$ cat src/rtl/fifo_wr_ctrl_if.sv
// Write-side bus of the async FIFO: producer request, synchronised read pointer,
// and everything the write controller hands to the memory and the read domain.
// Optional almost_full signal is present only when FIFO_ALMOST_FULL_EN is defined.
interface fifo_wr_ctrl_if #(
  parameter int unsigned ADDR_WIDTH = 3
);
  logic                  winc;
  logic [ADDR_WIDTH:0]   rptr_gray_sync;
  logic [ADDR_WIDTH-1:0] w_addr;
  logic                  inc;
  logic                  full;
  logic [ADDR_WIDTH:0]   wptr_gray;
  logic [ADDR_WIDTH:0]   wr_level;
  logic                  overflow;
`ifdef FIFO_ALMOST_FULL_EN
  logic                  almost_full;
`endif

  // Producer / surrounding logic side
  modport master (
    output winc,
    output rptr_gray_sync,
    input  w_addr,
    input  inc,
    input  full,
    input  wptr_gray,
    input  wr_level,
`ifdef FIFO_ALMOST_FULL_EN
    input  almost_full,
`endif
    input  overflow
  );

  // Write controller side
  modport slave (
    input  winc,
    input  rptr_gray_sync,
    output w_addr,
    output inc,
    output full,
    output wptr_gray,
    output wr_level,
`ifdef FIFO_ALMOST_FULL_EN
    output almost_full,
`endif
    output overflow
  );
endinterface

$ cat src/rtl/fifo_wr_ctrl.sv
// Write-side control for the async FIFO: binary/Gray write pointer, registered full
// flag, write-side fill level and sticky overflow flag. The read pointer arrives as
// Gray code already synchronised into clk.
// Optional feature: define FIFO_ALMOST_FULL_EN to add a registered almost_full output
// (asserted when occupancy >= DEPTH - AF_MARGIN).
module fifo_wr_ctrl #(
  parameter int unsigned ADDR_WIDTH = 3
`ifdef FIFO_ALMOST_FULL_EN
  ,
  parameter int unsigned AF_MARGIN  = 1
`endif
) (
  input logic          clk,
  input logic          rst,
  fifo_wr_ctrl_if.slave bus
);

  localparam int unsigned PtrW = ADDR_WIDTH + 1;

  logic [ADDR_WIDTH:0] wbin_q, wbin_d;
  logic [ADDR_WIDTH:0] wgray_q, wgray_d;
  logic [ADDR_WIDTH:0] level_q, level_d;
  logic [ADDR_WIDTH:0] rbin;
  logic [ADDR_WIDTH:0] rgray_full;
  logic                full_q, full_d;
  logic                ovf_q, ovf_d;
  logic                inc;

  // Gray-to-binary of the read pointer: bit i is the XOR of all Gray bits at or above i
  always_comb begin
    rbin = '0;
    for (int i = 0; i < int'(PtrW); i++) begin
      rbin[i] = ^(bus.rptr_gray_sync >> i);
    end
  end

  // Next pointer, full detection, level and overflow
  always_comb begin
    // full is registered, so a write in the cycle the reader frees a slot is still blocked
    inc        = bus.winc & ~full_q;
    wbin_d     = wbin_q + {{ADDR_WIDTH{1'b0}}, inc};
    wgray_d    = (wbin_d >> 1) ^ wbin_d;
    // Writer is a full lap ahead when its Gray pointer equals the read pointer with
    // the top two bits inverted
    rgray_full = {~bus.rptr_gray_sync[ADDR_WIDTH:ADDR_WIDTH-1],
                  bus.rptr_gray_sync[ADDR_WIDTH-2:0]};
    full_d     = (wgray_d == rgray_full);
    level_d    = wbin_d - rbin;
    ovf_d      = ovf_q | (bus.winc & full_q);
  end

  // Pointer and status registers
  always_ff @(posedge clk or posedge rst) begin
    if (rst) begin
      wbin_q  <= '0;
      wgray_q <= '0;
      level_q <= '0;
      full_q  <= 1'b0;
      ovf_q   <= 1'b0;
    end else begin
      wbin_q  <= wbin_d;
      wgray_q <= wgray_d;
      level_q <= level_d;
      full_q  <= full_d;
      ovf_q   <= ovf_d;
    end
  end

`ifdef FIFO_ALMOST_FULL_EN
  localparam int unsigned Depth = 1 << ADDR_WIDTH;
  localparam logic [ADDR_WIDTH:0] AfThresh = PtrW'(Depth - AF_MARGIN);

  logic af_q;

  // Almost-full uses the same next-cycle occupancy as wr_level
  always_ff @(posedge clk or posedge rst) begin
    if (rst) begin
      af_q <= 1'b0;
    end else begin
      af_q <= (level_d >= AfThresh);
    end
  end

  assign bus.almost_full = af_q;
`endif

  assign bus.w_addr    = wbin_q[ADDR_WIDTH-1:0];
  assign bus.inc       = inc;
  assign bus.full      = full_q;
  assign bus.wptr_gray = wgray_q;
  assign bus.wr_level  = level_q;
  assign bus.overflow  = ovf_q;

endmodule

$ cat src/flat_wrapper.sv
// flat-port wrapper written by rule: the top's interface ports become plain ports
module fifo_wr_ctrl_flat 
#(
  parameter int unsigned ADDR_WIDTH = 3

)
  (clk, rst, bus_winc, bus_rptr_gray_sync, bus_w_addr, bus_inc, bus_full, bus_wptr_gray, bus_wr_level, bus_overflow);
  fifo_wr_ctrl_if #(.ADDR_WIDTH(ADDR_WIDTH)) bus_i ();
  input logic clk;
  input logic rst;
  input wire logic [$bits(bus_i.winc)-1:0] bus_winc;
  input wire logic [$bits(bus_i.rptr_gray_sync)-1:0] bus_rptr_gray_sync;
  output wire logic [$bits(bus_i.w_addr)-1:0] bus_w_addr;
  output wire logic [$bits(bus_i.inc)-1:0] bus_inc;
  output wire logic [$bits(bus_i.full)-1:0] bus_full;
  output wire logic [$bits(bus_i.wptr_gray)-1:0] bus_wptr_gray;
  output wire logic [$bits(bus_i.wr_level)-1:0] bus_wr_level;
  output wire logic [$bits(bus_i.overflow)-1:0] bus_overflow;
  assign bus_i.winc = bus_winc;
  assign bus_i.rptr_gray_sync = bus_rptr_gray_sync;
  assign bus_w_addr = bus_i.w_addr;
  assign bus_inc = bus_i.inc;
  assign bus_full = bus_i.full;
  assign bus_wptr_gray = bus_i.wptr_gray;
  assign bus_wr_level = bus_i.wr_level;
  assign bus_overflow = bus_i.overflow;
  fifo_wr_ctrl #(.ADDR_WIDTH(ADDR_WIDTH)) u_core (.clk(clk), .rst(rst), .bus(bus_i));
endmodule
$ cat config.mk
export PLATFORM = sky130hd
export DESIGN_NAME = fifo_wr_ctrl_flat
export DESIGN_NICKNAME = d
export VERILOG_FILES = /design/src/rtl/fifo_wr_ctrl_if.sv /design/src/rtl/fifo_wr_ctrl.sv /design/src/flat_wrapper.sv
export SDC_FILE = /design/constraint.sdc
export NUM_CORES = 1
export LEC_CHECK = 0
export ABC_CLOCK_PERIOD_IN_PS = 2100
export BUFFER_PORTS_ARGS = -buffer_cell sky130_fd_sc_hd__buf_2
export CAP_MARGIN = 20
export CORE_MARGIN = 3
export CORE_UTILIZATION = 35
export CTS_CLUSTER_SIZE = 40
export DETAILED_ROUTE_END_ITERATION = 8
export PLACE_DENSITY = 0.57
export SLEW_MARGIN = 5
export SYNTH_ARGS = -nofsm -noshare
export SYNTH_HDL_FRONTEND = slang
export SYNTH_SLANG_ARGS = --single-unit
$ cat constraint.sdc
create_clock -name clk -period 2.1 [get_ports clk]
set_input_delay 0.42 -clock clk [delete_from_list [all_inputs] [get_ports clk]]
set_output_delay 0.42 -clock clk [all_outputs]
set_load 0.01 [all_outputs]
======== Word level (Yosys, flattened, before mapping) ========
Index checks and enable logic that the tools add are counted.
word-level totals
  bits in registers ....................... 14
  bits in latches ......................... 0
  RAM bits ................................ 0
  ROM bits ................................ 0
  bits of input ports ..................... 7
  output and inout bits ................... 14
  word-level logic and storage cells ...... 18
  memories kept ........................... 0
operators by class
  $add $sub $neg .......................... 2
  $mul .................................... 0
  divide/modulo/power cells ............... 0
  order comparisons ....................... 0
  eq/ne operators ......................... 1
  shift operators ......................... 0
  multiplexer cells ....................... 0
  bitwise operators ....................... 6
  reduce and logical (&&, ||, !) cells .... 4
operators by type and width
  kind                  number
  XOR reduction 4 bit   4
  adder 4 x 1 -> 4 bit  1
  == test 4 bit         1
  subtractor 4 bit      1
  XOR 3 x 4 -> 4 bit    1
  AND 1 bit             2
  NOT 2 bit             1
  NOT 1 bit             1
  OR 1 bit              1

======== Depth between registers and ports, before layout ========
Gate-level depths: netlist of the first run.
  depth after elaboration ................. 5
  mapped depth ............................ 8
  depth with buffers taken out ............ 8

======== Least setup slack after synthesis of the first run ========
No wires, ideal clock.
  kind .................................... input to register
  start point ............................. in bus_winc
  end point ............................... reg u_core.level_q[2] (netlist: u_core.bus.wr_level[2])
  library setup time ...................... 123 ps
  arrival ................................. 1932 ps
  required time ........................... 1977 ps
  path slack .............................. 45 ps
  cell stages on the path ................. 8
  buffers on the path ..................... 1
  path through ............................ nor2b_1 > ha_1 > ha_1 > buf_2 > xor2_1 > ha_1 > mux2i_1 > xnor2_1
between the ends
  longest elaborated chain between the ends .. 3
ends and longest elaborated chain
  element                 line                text
  start: declaration      flat_wrapper.sv:11  input wire logic [$bits(bus_i.winc)-1:0] bus_winc;
  AND 1 bit               fifo_wr_ctrl.sv:40  inc = bus.winc & ~full_q;
  adder 4 x 1 -> 4 bit    fifo_wr_ctrl.sv:41  wbin_d = wbin_q + {{ADDR_WIDTH{1'b0}}, inc};
  via u_core.wbin_d[1]    fifo_wr_ctrl.sv:20  logic [ADDR_WIDTH:0] wbin_q, wbin_d;
  subtractor 4 bit        fifo_wr_ctrl.sv:48  level_d = wbin_d - rbin;
  via u_core.level_d[2]   fifo_wr_ctrl.sv:22  logic [ADDR_WIDTH:0] level_q, level_d;
  end signal: assignment  fifo_wr_ctrl.sv:63  level_q <= level_d;
  end: declaration        fifo_wr_ctrl.sv:22
The timed path passes the listed nets, and every way through them passes these cells.

======== Worst setup path in the final report of the first run ========
  start point ............................. reg u_core.full_q (netlist: u_core.bus.full)
  end point ............................... reg u_core.level_q[2] (netlist: u_core.bus.wr_level[2])
between the ends
  longest elaborated chain between the ends .. 4
ends and longest elaborated chain
  element                   line                text
  start: declaration        fifo_wr_ctrl.sv:25  logic full_q, full_d;
  start signal: assignment  fifo_wr_ctrl.sv:64  full_q <= full_d;
  NOT 1 bit                 fifo_wr_ctrl.sv:40
  AND 1 bit                 fifo_wr_ctrl.sv:40
  adder 4 x 1 -> 4 bit      fifo_wr_ctrl.sv:41
  via u_core.wbin_d[1]      fifo_wr_ctrl.sv:20
  subtractor 4 bit          fifo_wr_ctrl.sv:48
  via u_core.level_d[2]     fifo_wr_ctrl.sv:22
The timed path passes the listed nets, and every way through them passes these cells.

==> results of run 1 <==
power by group:
group	switching, mW	leakage [nW]	internal [mW]
clock network	0.0721	0.0150	0.0733
logic	0.478	0.259	0.474
registers	0.0689	0.153	0.392
total	0.619	0.427	0.939
how the worst min path moves through the flow:
stage / slack [ns] / to / start / cells after the start
global placement: 0.44 / u_core.bus.overflow$_DFF_PP0_ / u_core.bus.overflow$_DFF_PP0_ / 1
finish: 0.16 / u_core.bus.overflow$_DFF_PP0_ / rst / 2
global route: 0.20 / u_core.bus.overflow$_DFF_PP0_ / rst / 2
detailed placement: 0.44 / u_core.bus.overflow$_DFF_PP0_ / u_core.bus.overflow$_DFF_PP0_ / 1
floorplan: 0.30 / u_core.bus.full$_DFF_PP0_ / rst / 1
CTS: 0.16 / u_core.bus.wr_level[2]$_DFF_PP0_ / rst / 2
layout by cell type, fill, tap and decap left out, types with 2 or more instances in the layout:
cell and instances:
buf_2 20, buf_4 4, clkbuf_4 3, dfrtp_1 13, ha_1 3, inv_1 6
nand2_1 2, xnor2_1 10, xor2_1 5
sequential cells by signal, indices dropped and copies added, names as in the netlist:
register              cells
u_core.bus.wr_level       4
u_core.bus.overflow       1
u_core.wbin_q             4
u_core.bus.wptr_gray      3
u_core.bus.full           1
area by class of cell:
type	instances	area, um2	area share [%]
multi-input combinational	37	322	37.5
tap	25	31.3	3.65
sequential	13	325	38.0
inverter	6	22.5	2.63
timing repair buffer	24	130	15.2
clock buffer	4	26.3	3.07
logic make-up (layout without fill, tap and decap cells):
family	Yosys count	in the layout	share of synthesized area [%]
AOI/OAI and AO/OA	5	5	5.98
xor gates and xnor gates	16	16	22.1
adders and majority gates	5	5	9.16
buffers and inverters	7	34	4.11
DFF	13	13	48.6
muxes	2	2	3.18
and+or+nand+nor	9	9	6.92
metrics by stage:
| step | utilization, % | total power [mW] | setup TNS, ns | area (um2) | setup slack, ns |
|---|---|---|---|---|---|
| 2_1_floorplan | - | 1.12 | 0 | 669 | 0.0449 |
| 3_3_place_gp | 46.8 | 1.41 | 0 | 826 | 0.0103 |
| 3_5_place_dp | 46.8 | 1.43 | -0.0309 | 826 | -0.0309 |
| 4_1_cts | 48.3 | 1.58 | 0 | 852 | 0.0907 |
| 5_1_grt | 48.6 | 1.72 | 0 | 857 | 0.00916 |
| 6_report | 48.6 | 1.56 | 0 | 857 | 0.203 |
cell usage after synthesis:
master and n:
nor2_1 1, xor2_1 5, a21boi_1 1, and3_1 1
dfrtp_1 13, xnor2_1 10, buf_2 1, o21ai_0 1
mux2i_1 1, a21o_1 1, nor3_1 1, nand2_1 2
and2_1 1, nand3_1 1, mux2_2 1, a21oi_2 1
inv_1 6, maj3_2 1, ha_1 4, xnor2_2 1
nor2b_1 2, o221a_1 1
worst max-delay path, stage by stage, from the launching register on:
cell and delay (ns):
dfrtp_1 0.40, nor2b_2 0.16, ha_2 0.22, ha_1 0.30
xor2_1 0.18, ha_1 0.18, mux2i_1 0.23, xnor2_1 0.14
repair_timing:
item | CTS | global route
gates resized for setup | 0 | 2
endpoints found under the hold margin | 0 | 0
hold buffers | 0 | 0
setup buffers | 0 | 0
endpoints found under the setup margin | 0 | 1
metal layers:
layer / share of wire [%] / vias up / GRT usage [%]
met5: 0 / - / 0
met4: 1.2 / 0 / 6.91
met3: 6.9 / 2 / 2.42
met2: 50 / 15 / 20.3
met1: 42 / 214 / 12.9
li1: - / 238 / -
==> impl_metrics.csv, run 1 <==
group,metric,value,unit
timing,final.setup_skew,0.00182,ns
place,dpl.cell_count,105,
timing,fmax,527,MHz
clocking,clk_pin_slew,0.07,ns
yosys,synth_top_area_share,48.6,%
route,drt_iter0_markers,6,
power_and_ir_drop,power_density,1820,nW/um2
timing,fin_crit,1.90,ns
yosys,yosysSeqAreaShare,48.6,%
route,totalWireLength,1200,um
floorplanning,core_area,1760,um2
final_layout,nets,96,
yosys,syn_inst,57,
worst_setup_path,r2r_slack,0.20,ns
worst_setup_path,critPathArrivalTime,2.08,ns
clocking,insertion_delay,0.26,ns
run_status,status,"finished, final reports clean",
yosys,ys_ff_latch,13,
clocking,cts_buffers,3,
final_layout,antenna_cells,0,
clocking,ctsLongestPathBuffers,2,
yosys,synth_area,669,um2
timing,max_slew_margin,68.5,%
grt,grt_pass1_wl,2130,um
route,wire_per_inst,11.0,um
timing,grt_setup_unrepaired,"false",
worst_setup_path,worstSetupEndpoint,"u_core.bus.wr_level[2]$_DFF_PP0_",
clocking,cts_sinks,13,
flow_run,cap_violations,0,
worst_setup_path,reg2reg_from,"u_core.bus.full$_DFF_PP0_",
yosys,synthTopCellsByArea,"dfrtp_1, xnor2_1, ha_1",
timing,setup_viol_count_final,0,
route,drc,0,
power_and_ir_drop,vdd_drop_max,0.000658,V
timing,finalMaxSlewViolations,0,
timing,hold_viol_final,0,
yosys,avgSynthCellArea,11.7,um2
grt,grt_pass1_vias,516,
floorplanning,dieHeight,49.7,um
grt,grt_max_degree,14,
floorplanning,start_util,37.9,%
clocking,h-tree-depth,1,
place,io_buffers,20,
floorplanning,io_pins,21,
grt,antenna_found_initial,0,
grt,track_usage,11.6,%
worst_setup_path,cp-end-kind,"register",
worst_setup_path,criticalPathCategory,"register to register",
final_layout,syn_to_final_growth,28.0,%
worst_setup_path,reg2reg_to,"u_core.bus.wr_level[2]$_DFF_PP0_",
worst_setup_path,required,2.29,ns
floorplanning,die_w,49.7,um
floorplanning,rows,15,
route,num_vias,469,
clocking,cts_tree,"done",
worst_hold_path,hold_class,"input port to asynchronous set/reset pin",
final_layout,finalNonFillerCells,109,
worst_setup_path,crit_start,"u_core.bus.full$_DFF_PP0_",
route,drtAntennaViolNets,0,
grt,grt_overflow,0,
yosys,yosysTopAreaCell,"dfrtp_1",
timing,holdWs,0.157,ns
worst_setup_path,start_kind,"register",
clocking,cts_root_buffer,"clkbuf_4",
yosys,synthesis.nets,68,
worst_setup_path,rr_worst_depth,7,
worst_setup_path,path_max_fanout,6,
floorplanning,die_area,2470,um2
final_layout,nFillCells,186,
yosys,synth_warnings,0,
route,dr.pass1.iters,2,
final_layout,final_layout_size_suffix_gt1_share,39.3,%
place,dp.final_hpwl,1000,um
timing,worst_pin_slew,0.472,ns
place,routabilityCongestion,0.684,
timing,period_share,90.3,%
yosys,synthDistinctLibCells,22,
power_and_ir_drop,p_leak,0.427,nW
route,avgViaCountPerCell,4.30,
No activity file was read; power rests on OpenSTA's default activity.
==> run 2, diff against run 1 <==
CORE_UTILIZATION = 30   (was 35)
PLACE_DENSITY = 0.51   (was 0.57)
==> run 2 against run 1 <==
  * Cell count increased by 1.8%
  * Maximum frequency increased by 1.1%
  * Sequential share of layout area increased by 0.11 points
  * Setup slack improved by 0.020 ns
  * Critical endpoint unchanged
  * Register-to-register slack improved by 0.02 ns
  * Die area increased by 15%
  * Global-route usage decreased by 2.1 points
  * Routed wire length decreased by 4.9%
  * Design area decreased by 0.29%
  * Sequential power about the same
  * Critical path type unchanged
  * Critical path depth unchanged
==> impl_metrics.csv, run 2 (same netlist as run 1, synthesis figures left out) <==
group,metric,value,unit
worst_setup_path,cp-end-kind,"register",
final_layout,syn_to_final_growth,27.7,%
clocking,cts_resized,0,
worst_setup_path,criticalPathCategory,"register to register",
power_and_ir_drop,pwr-share-comb,60.6,%
clocking,cts_root_buffer,"clkbuf_4",
grt,grt_max_degree,14,
grt,antenna_found_initial,0,
route,num_vias,484,
route,drtAntennaViolNets,0,
timing,final.setup_skew,0.000972,ns
worst_setup_path,crit_slowest_cell,"dfrtp_1",
route,totalWireLength,1140,um
place,dpl.cell_count,107,
timing,setup_viol_count_final,0,
final_layout,layout_commonest_cell,"buf_2",
grt,grt_pass1_vias,439,
timing,finalMaxSlewViolations,0,
flow_run,cap_violations,0,
timing,hold_viol_final,0,
floorplanning,rows,16,
timing,fmax,533,MHz
clocking,ctsLongestPathBuffers,2,
grt,track_usage,9.54,%
timing,holdWs,0.164,ns
clocking,clk_pin_slew,0.07,ns
route,drc,0,
worst_setup_path,start_kind,"register",
worst_hold_path,hold_class,"input port to asynchronous set/reset pin",
worst_setup_path,cp_cell_sequence,"nor2b_1 -> ha_1 -> ha_1 -> xor2_1 -> ha_1 -> mux2i_1 -> xnor2_1",
worst_setup_path,path_max_fanout,5,
power_and_ir_drop,power_density,1800,nW/um2
power_and_ir_drop,p_sw,0.602,mW
place,io_buffers,20,
route,avgViaCountPerCell,4.36,
final_layout,layout_common_cells,"buf_2, dfrtp_1, xnor2_1",
route,drt_iter0_markers,1,
grt,grt_pass1_wl,1840,um
final_layout,regArea,325,um2
final_layout,nets,96,
power_and_ir_drop,switching_share,39.2,%
final_layout,multiInputGateArea,317,um2
power_and_ir_drop,sequentialPowerShare,29.9,%
worst_setup_path,r2r_slack,0.22,ns
final_layout,final_area,855,um2
timing,grt_setup_unrepaired,"false",
place,dp.final_hpwl,961,um
power_and_ir_drop,p_leak,0.428,nW
final_layout,antenna_cells,0,
timing,layout_setup_ws,0.223,ns
run_status,status,"finished, final reports clean",
power_and_ir_drop,internal_power,0.935,mW
timing,finalSetupTns,0,ns
place,pre_cts_ws,0.0239,ns
power_and_ir_drop,vdd_drop_max,0.000695,V
clocking,insertion_delay,0.27,ns
place,dpl_cell_area,828,um2
clocking,h-tree-depth,1,
worst_setup_path,crit_buf_inv,0,
grt,grt_overflow,0,
worst_setup_path,required,2.29,ns
floorplanning,core_area,2040,um2
power_and_ir_drop,pwr-share-clk,9.5,%
clocking,ctsHoldBuffers,0,
route,dr.pass1.iters,2,
floorplanning,io_pins,21,
timing,worst_pin_slew,0.482,ns
place,routabilityCongestion,0.808,
route,wire_per_inst,10.3,um
final_layout,finalNonFillerCells,111,
final_layout,nFillCells,214,
timing,period_share,89.4,%
final_layout,final_layout_size_suffix_gt1_share,36.9,%
worst_setup_path,critPathMaxStageDelay,0.39,ns
timing,fin_crit,1.88,ns
clocking,cts_tree,"done",
clocking,post_cts_buffers,0,
clocking,cts_sinks,13,
floorplanning,start_util,32.8,%
floorplanning,die_w,53.2,um
worst_setup_path,critPathArrivalTime,2.07,ns
timing,max_slew_margin,67.8,%
worst_setup_path,critPathTopFamily,"adder cells",
worst_setup_path,worst_path_most_repeated_cell,"ha_1",
floorplanning,dieHeight,53.2,um
clocking,cts_buffers,3,
floorplanning,die_area,2830,um2
==> run 2: final timing paths <==
path / start / to / depth (start not counted)
min in group clk: bus_winc / u_core.bus.overflow$_DFF_PP0_ / 2
hold reg to reg: u_core.bus.overflow$_DFF_PP0_ / u_core.bus.overflow$_DFF_PP0_ / 1
hold / removal: rst / u_core.bus.wr_level[2]$_DFF_PP0_ / 2
max in group asynchronous: rst / u_core.wbin_q[3]$_DFF_PP0_ / 2
setup reg to reg: u_core.bus.full$_DFF_PP0_ / u_core.bus.wr_level[2]$_DFF_PP0_ / 7
setup / recovery: u_core.bus.full$_DFF_PP0_ / u_core.bus.wr_level[2]$_DFF_PP0_ / 7
==> run 2: per-layer routing <==
metal | part of all wire (%) | vias up | routed length (um) | global-route usage, %
met3 | 8.0 | 5 | 91 | 2.54
met1 | 47 | 223 | 541 | 11.8
met2 | 41 | 19 | 468 | 13.7
met4 | 3.3 | 0 | 38 | 7.66
met5 | 0 | - | 0 | 0
li1 | - | 237 | - | -
==> run 2: stage by stage <==
stage	utilization (%)	power [mW]
after floorplan	-	1.12
after global placement	40.6	1.42
after detailed placement	40.6	1.42
after CTS	41.9	1.57
after global routing	41.9	1.69
final	41.9	1.54
==> run 2: power groups by stage <==
| stage | sequential [mW] | combinational (mW) | clock (mW) |
|---|---|---|---|
| 2_1_floorplan | 0.531 | 0.585 | 0 |
| 3_3_place_gp | 0.466 | 0.953 | 0 |
| 3_5_place_dp | 0.468 | 0.949 | 0 |
| 4_1_cts | 0.462 | 0.952 | 0.155 |
| 5_1_grt | 0.474 | 1.04 | 0.167 |
| 6_report | 0.460 | 0.931 | 0.146 |
==> run 2: final cells by class <==
cell class | count | share of cell area, %
flip-flops and latches | 13 | 38.1
multi-input cells | 37 | 37.0
repair buffers | 24 | 15.2
well taps | 27 | 3.95
clock buffers | 4 | 3.07
inverters | 6 | 2.64
==> run 2: worst register-to-register path, stage by stage (launching register included) <==
cell and delay [ns]:
dfrtp_1 0.39, nor2b_1 0.16, ha_1 0.23, ha_1 0.30, xor2_1 0.19, ha_1 0.18
mux2i_1 0.23, xnor2_1 0.14
==> run 3, diff against run 2 <==
ABC_AREA = 1   (was unset)
GPL_TIMING_DRIVEN = 0   (was unset)
PLACE_DENSITY = 0.5   (was 0.51)
==> run 3 against run 2 <==
  * Routed wire length rose by 19%
  * Total power shrank 8.8%
  * Synthesized area is 9.5% higher
  * Sequential power is 5.7% lower
  * Core utilization shrank 1.8 points
  * Clock skew rose by 0.0059 ns
  * Setup slack lost 0.033 ns
  * Die area rose by 8.4%
  * Combinational power shrank 12%
  * Register-to-register slack got worse by 0.03 ns
  * Clock-buffer cell count is the same
==> impl_metrics.csv, run 3 <==
group,metric,value,unit
yosys,synth_edf_count,0,
yosys,synth_warnings,0,
yosys,synth_compound_area_share,1.71,%
route,wl_met1,649,um
clocking,h-tree-depth,1,
worst_setup_path,path_max_fanout,7,
yosys,synthesis.nets,96,
place,dp.final_hpwl,1110,um
clocking,ctsLongestPathBuffers,2,
worst_hold_path,hold_class,"input port to asynchronous set/reset pin",
worst_setup_path,critPathMaxStageDelay,0.40,ns
floorplanning,rows,17,
place,dpl_cell_area,868,um2
timing,holdWs,0.145,ns
place,routabilityCongestion,0.777,
grt,grt_overflow,0,
yosys,syn_inst,85,
grt,grt_max_degree,14,
final_layout,nFillCells,254,
timing,worst_pin_slew,0.475,ns
timing,final.setup_skew,0.00682,ns
timing,max_slew_margin,68.3,%
clocking,cts_root_buffer,"clkbuf_4",
yosys,avgSynthCellArea,8.63,um2
final_layout,layout_commonest_cell,"nand2_1",
yosys,synth_ff_type,"dfrtp_1",
worst_setup_path,cp_cell_sequence,"nor2_2 -> ha_2 -> ha_2 -> inv_1 -> nand3_1 -> nand2_1 -> inv_1 -> ha_1 -> a21oi_1 -> xor2_1",
route,maxUsedRoutingLayer,"met4",
yosys,synthTopCellsByArea,"dfrtp_1, nand2_1, nand2_2",
yosys,synth_area,733,um2
power_and_ir_drop,power.total,1.40,mW
timing,setup_viol_count_final,0,
timing,fin_crit,1.91,ns
route,totalWireLength,1350,um
yosys,synth_top_area_share,44.4,%
clocking,cts_tree,"done",
grt,grt_pass1_vias,549,
final_layout,multiInputGateArea,359,um2
floorplanning,die_area,3070,um2
grt,track_usage,9.25,%
timing,period_share,91.0,%
floorplanning,core_area,2250,um2
clocking,post_cts_buffers,0,
timing,grt_setup_unrepaired,"false",
timing,fmax,524,MHz
timing,hold_viol_final,0,
worst_setup_path,critPathArrivalTime,2.11,ns
run_status,status,"finished, final reports clean",
yosys,async_flop_share,100,%
final_layout,final_layout_size_suffix_gt1_share,37.6,%
worst_setup_path,critPathTopFamily,"adder cells",
worst_setup_path,rr_worst_depth,10,
route,met2WireLength,622,um
route,dr.pass1.iters,3,
worst_setup_path,cp-end-kind,"register",
worst_setup_path,start_kind,"register",
floorplanning,dieHeight,55.4,um
route,drc,0,
route,avgViaCountPerCell,4.34,
flow_run,cap_violations,0,
timing,finalMaxSlewViolations,0,
grt,grt_pass1_wl,2270,um
floorplanning,io_pins,21,
place,io_buffers,20,
worst_setup_path,criticalPathCategory,"register to register",
yosys,yosysTopAreaCell,"dfrtp_1",
clocking,cts_sinks,13,
clocking,cts_buffers,3,
worst_setup_path,crit_slowest_cell,"dfrtp_1",
final_layout,syn_to_final_growth,23.0,%
route,met3_length,60,um
route,wire_per_inst,9.88,um
worst_setup_path,cp_num_cells,10,
clocking,insertion_delay,0.27,ns
power_and_ir_drop,power_density,1550,nW/um2
final_layout,regArea,325,um2
power_and_ir_drop,vdd_drop_max,0.000553,V
yosys,synth_xor_area_share,9.39,%
route,drtAntennaViolNets,0,
yosys,yosysSeqAreaShare,44.4,%
final_layout,layout_common_cells,"nand2_1, buf_2, inv_1",
final_layout,antenna_cells,0,
worst_setup_path,required,2.30,ns
clocking,ctsHoldBuffers,0,
route,drt_iter0_markers,4,
final_layout,final_area,902,um2
worst_setup_path,crit_buf_inv,2,
yosys,synth_mux_area_share,0,%
floorplanning,die_w,55.4,um
final_layout,nets,121,
yosys,synthDistinctLibCells,16,
yosys,synth_common_cells,"nand2_1, inv_1, dfrtp_1",
yosys,synthSimpleGateAreaFrac,30.0,%
power_and_ir_drop,p_leak,0.508,nW
yosys,ys_ff_latch,13,
yosys,yosys.area_share.adder,6.83,%
grt,antenna_found_initial,0,
yosys,synth_most_common_cell,"nand2_1",
clocking,clk_pin_slew,0.08,ns
route,num_vias,595,
clocking,cts_resized,0,
final_layout,finalCoreUtilization,40.0,%
yosys,synth_top_family_by_area,"simple AND/OR/NAND/NOR gates",
floorplanning,start_util,32.5,%
[run 3: cell types whose count changed in the layout (fill, tap and decap cells not counted), moves of 3 or more]
cell,delta
inv_1,+8
nand2_1,+20
buf_4,-4
nand2_2,+9
nand3_2,+3
xnor2_1,-8
nand3_1,+4
[run 3: final timing paths]
| check | start | end | slack (ns) |
|---|---|---|---|
| worst min register to register | u_core.bus.overflow$_DFF_PP0_ | u_core.bus.overflow$_DFF_PP0_ | 0.46 |
| max in group asynchronous | rst | u_core.bus.wptr_gray[2]$_DFF_PP0_ | 1.63 |
| worst max register to register | u_core.bus.full$_DFF_PP0_ | u_core.bus.wr_level[2]$_DFF_PP0_ | 0.19 |
| worst min-delay path | rst | u_core.bus.overflow$_DFF_PP0_ | 0.15 |
| min in group clk | bus_winc | u_core.bus.overflow$_DFF_PP0_ | 0.36 |
| worst max-delay path | u_core.bus.full$_DFF_PP0_ | u_core.bus.wr_level[2]$_DFF_PP0_ | 0.19 |
[run 3: through the flow]
| stage | worst slack [ns] | instances | setup TNS, ns |
|---|---|---|---|
| global route | 0.00536 | 137 | 0 |
| detailed placement | -0.0333 | 133 | -0.0333 |
| CTS | 0.119 | 137 | 0 |
| finish | 0.190 | 137 | 0 |
| global placement | -0.0327 | 133 | -0.0327 |
| floorplan | 0.113 | 85 | 0 |
[run 3: kinds of logic (layout without fill, tap and decap cells)]
group,count (synthesis),after routing
XOR/XNOR,7,7
flip-flops,13,13
AO/OA/AOI/OAI,2,2
buffers and inverters,15,39
adder cells (fa/ha/maj),4,4
AND/OR/NAND/NOR,44,44
[run 3: per-layer routing]
layer,vias up,global-route usage [%]
li1,308,-
met1,272,11.3
met2,13,14.5
met3,2,1.17
met4,0,7.29
met5,-,0
[run 3: area by class of cell]
cell class | count | share of cell area (%)
multi-input combinational | 57 | 39.8
sequential | 13 | 36.1
timing repair buffer | 20 | 11.1
inverter | 15 | 6.24
tap | 28 | 3.88
clock buffer | 4 | 2.91
[run 3: where the power goes]
| group | switching (mW) | internal [mW] |
|---|---|---|
| Sequential | 0.0546 | 0.379 |
| Combinational | 0.488 | 0.327 |
| Clock | 0.0793 | 0.0735 |
| Total | 0.622 | 0.780 |
